**config.mk**
```make
export PLATFORM = sky130hd
export DESIGN_NAME = ahb_lite_controller
export DESIGN_NICKNAME = d
export VERILOG_FILES = /design/src/rtl/ahb_lite_pkg.sv /design/src/rtl/ahb_lite_controller.sv
export SDC_FILE = /design/constraint.sdc
export NUM_CORES = 1
export LEC_CHECK = 0
export ABC_AREA = 1
export BUFFER_PORTS_ARGS = -buffer_cell sky130_fd_sc_hd__buf_2
export CORE_MARGIN = 2
export CORE_UTILIZATION = 30
export CTS_CLUSTER_SIZE = 40
export DETAILED_ROUTE_END_ITERATION = 10
export HOLD_SLACK_MARGIN = 0.15
export PLACE_DENSITY = 0.52
export SLEW_MARGIN = 20
export SYNTH_ARGS = -nofsm -noshare
export SYNTH_HDL_FRONTEND = slang
export SYNTH_SLANG_ARGS = --single-unit
```
**constraint.sdc**
```tcl
create_clock -name clock -period 2 [get_ports clock]
set_input_delay 0.4 -clock clock [delete_from_list [all_inputs] [get_ports clock]]
set_output_delay 0.4 -clock clock [all_outputs]
set_load 0.01 [all_outputs]
```
**src/rtl/ahb_lite_pkg.sv**
```systemverilog
// Shared constants, controller state type and the Collatz step rule.
package ahb_lite_pkg;

    localparam int DATA_W = 8;
    localparam int ADDR_W = 8;

    localparam logic [ADDR_W-1:0] ADDR_OPERAND = 8'h00;
    localparam logic [ADDR_W-1:0] ADDR_RESULT  = 8'h01;
    localparam logic [ADDR_W-1:0] ADDR_STATUS  = 8'h02;

    typedef enum logic [2:0] {
        WR_ADDR,
        WR_DATA,
        RD_ADDR,
        RD_DATA,
        DONE
    } ctrl_state_t;

    // All arithmetic wraps at DATA_W bits.
    function automatic logic [DATA_W-1:0] collatz_next(
        input logic [DATA_W-1:0] n
    );
        logic [DATA_W-1:0] odd;
        odd = (n << 1) + n + DATA_W'(1);
        return n[0] ? odd : (n >> 1);
    endfunction

endpackage

```
**src/rtl/ahb_lite_controller.sv**
```systemverilog
// Bus master walking the Collatz sequence from VALUE to 1 via the step engine.
// Optional step counter output enabled by AHB_LITE_STEP_COUNT_EN.
module ahb_lite_controller
    import ahb_lite_pkg::*;
#(
    parameter logic [DATA_W-1:0] VALUE = 8'd7
) (
    input  logic              clock,
    input  logic              reset_n,
    input  logic              readyout,
    input  logic [DATA_W-1:0] rdata,
    output logic              write,
    output logic              trans,
    output logic [ADDR_W-1:0] waddr,
    output logic [DATA_W-1:0] wdata,
    output logic [DATA_W-1:0] value
`ifdef AHB_LITE_STEP_COUNT_EN
    ,
    output logic [7:0]        steps
`endif
);

    localparam ctrl_state_t START = (VALUE == 8'd1) ? DONE : WR_ADDR;

    ctrl_state_t       state;
    ctrl_state_t       next_state;
    logic [DATA_W-1:0] value_next;
    logic              rd_done;

    always_ff @(posedge clock or negedge reset_n) begin
        if (!reset_n) state <= START;
        else          state <= next_state;
    end

    always_comb begin
        next_state = state;
        value_next = value;
        rd_done    = 1'b0;
        unique case (state)
            WR_ADDR: if (trans && readyout) next_state = WR_DATA;
            WR_DATA: if (readyout) next_state = RD_ADDR;
            RD_ADDR: if (trans && readyout) next_state = RD_DATA;
            RD_DATA: begin
                if (readyout) begin
                    rd_done    = 1'b1;
                    value_next = rdata;
                    next_state = (rdata == 8'd1) ? DONE : WR_ADDR;
                end
            end
            DONE:    next_state = DONE;
            default: next_state = START;
        endcase
    end

    // Bus outputs are registered from the next state so reset holds them at 0.
    always_ff @(posedge clock or negedge reset_n) begin
        if (!reset_n) begin
            trans <= 1'b0;
            write <= 1'b0;
            waddr <= '0;
            wdata <= '0;
            value <= VALUE;
        end else begin
            value <= value_next;
            trans <= (next_state == WR_ADDR) || (next_state == RD_ADDR);
            write <= (next_state == WR_ADDR);
            waddr <= (next_state == RD_ADDR) ? ADDR_RESULT : ADDR_OPERAND;
            if (next_state == WR_ADDR) wdata <= value_next;
        end
    end

`ifdef AHB_LITE_STEP_COUNT_EN
    always_ff @(posedge clock or negedge reset_n) begin
        if (!reset_n) begin
            steps <= '0;
        end else if (rd_done && (steps != 8'hff)) begin
            steps <= steps + 8'd1;
        end
    end
`endif

endmodule

```
==> impl_results.md <==
- Flops & latches, synth: 22
- Worst skew pair latency: between 0.2 and 0.3 ns
- Total grt overflow: 0
- Count of input and output buffers: 29
- Finished Cell Area: 1360 µm²
- Drt drc: 0
- CP max stage delay: 0.55 ns
- Placeable Area: between 3000 and 4000 µm²
- Post-route ant nets: 0
- Worst path bufs/invs: 1
- DP HPWL: 1920 µm
- Setup Total Neg Slack: 0 ns
- Highest Clock Rate: 752 MHz
- Synth-to-Final Area Change: 20.2%
- Max cap viols: 0
- Largest net degree at the start of global routing: 23
- Boundary pin count: 37
- Layout Skew: ~0.0048 ns
- Worst-path clk slew: 0.08 ns
- CP delay by family, top: flip-flops
- Slew Viols, Final: 0
- Setup ws final: 0.670 ns
- CTS tree: yes
- Critical path cell sequence: buf_2
- Reg2reg start: state[2]
- Post-synth cell types: 16
- Finished Layout Cells: 222
- Final net count: 186
- Final hold vios: 0
- Root Driver: clkbuf_8
- Via density: around 4
- Initial antenna violation count: 0
- Final worst-path cycle share: 0.665
- Commonest non-fill, non-tap cell in the layout: nand2_1
- Initial DRT Pass Iterations: 4
- Placed Area: approximately 1300 µm²
- Routed wl met2: 1160 µm
- WS Path Type: reg2out
- Vias in the first global route: 823
- DP Worst Slack: 0.572 ns
- Mean Syn Cell Area: 7.99 µm²
- WP data required: ~1.6 ns
- Critical path origin: value[1]
- Worst setup SP type: register
- Area fraction of the dominant cell type after synthesis: 0.419
- Sequential fraction of the synthesis area: 0.488
- Routed length on met1: 1090 µm
- Placed Cells: 217
- H-tree depth: 1
- Status: finished, final reports clean
- Top sig layer: met4
- Core Rows: 22
- Final setup fails: 0
- Antenna cell count: 0
- Multi-input logic area: approximately 480 µm²
- Seq. cell area: between 500 and 600 µm²
- Syn Std Cell Area: around 1100 µm²
- Die Ht: 65.5 µm
- Top cells by area, synth: dfrtp_1 42%, nand2_1 24%, dfstp_2 6.9%
- WL/cell: about 11 µm
- Syn. warnings: 0
- CP max FO: 3
- Pleak: 0.000790 µW
- Post-Syn Instances: around 140
- GRT Total Usage: 0.116
- Share of cells above drive strength 1: 0.287
- Routed wire length: 2360 µm
- # fillers: 394
- First-pass GRT wire length: 3840 µm
- Pwr per Cell Area: 587 nW/µm²
- Cell taking the most area after synthesis: dfrtp_1
- Worst path arrival time: 0.93 ns
- Clock Sinks: 22
- Worst Hold Class: reg2reg
- Final Wtd Congestion: 0.750
- TritonCTS Buffers: 3
- Most frequent cells in the layout: 74 x nand2_1, 29 x buf_2, 19 x dfrtp_1
- First DRT Iteration DRCs: 17
- VDD IR max: 393 µV
- Critical path's slowest cell: dfstp_2
- Die area: 4290 µm²
- Post-layout min period: 1.33 ns
- Starting Density: 0.310
- Clock Path Buffers: 2
- Element type at the critical path end: primary output
- Hold_sp: wdata[4]
- RSZ-0062 raised after global routing: false
- Final Power: 801 µW
- Routed vias: between 900 and 1k
- Die Span X: about 66 µm
- DR WL met3: 83 µm
==> registers in the layout, summed over array words and instances (netlist names) <==
register / count
wdata: 8
trans: 1
write: 1
waddr: 1
state: 3
value: 8
==> per-stage QoR <==
step,hold WS [ns],utilization
floorplan,0.104,-
global placement,0.378,0.355
detailed placement,0.392,0.355
CTS,0.476,0.373
global route,0.483,0.373
finish,0.475,0.373
==> tightest hold or removal path, delay by kind of cell (launching register included) <==
kind	cells	cell delay [ns]
flops	1	0.35
simple gates	2	0.09
==> Yosys cell counts <==
library cell	number
inv_1	10
buf_6	1
nand3_2	4
nand4_1	8
dfstp_2	3
nor2_1	4
nand3_1	1
nand3_4	2
nor2_4	2
nand2_1	74
conb_1	1
inv_2	4
dfrtp_1	19
nand2_2	1
buf_4	7
clkinv_4	1
==> power breakdown <==
group          internal (µW)  total, µW  switching (µW)
sequential               445        445               0
combinational           15.6       49.7            34.1
clock                    175        306             131
total                    635        801             166
==> cell families (layout without fill, tap and decap cells) <==
kind of cell,count (synthesis),after routing,share of synthesized area
buf+inv,23,49,0.110
flops,22,22,0.488
other cells,1,7,0.00330
simple gates,96,96,0.398
==> final cells by class <==
cell class	instances	share of cell area
clock buffer	4	0.0404
inverter	15	0.0450
multi-input combinational	103	0.350
sequential	22	0.406
tap	48	0.0440
timing repair buffer	30	0.114
==> final timing paths <==
check | to | slack, ns | cells past startpoint
worst min-delay path | wdata[4] | 0.48 | 2
min in group asynchronous | wdata[3] | 0.63 | 2
max in group asynchronous | value[0] | 1.02 | 2
worst max-delay path | value[1] | 0.67 | 1
worst max register to register | wdata[7] | 0.73 | 7
worst min register to register | wdata[4] | 0.48 | 2
==> repair_timing <==
| item | 4_1_cts | 5_1_grt |
|---|---|---|
| buffers inserted | 0 | 0 |
| endpoints found under the hold margin | 19 | 0 |
| resized for setup | 0 | 0 |
| hold buffers | 1 | 0 |
==> per-layer routing <==
layer	up-vias	GRT usage
met5	-	0
met4	0	0.0391
met3	4	0.0171
met2	19	0.193
met1	405	0.155
li1	486	-
No activity file was read; power rests on OpenSTA's default activity.
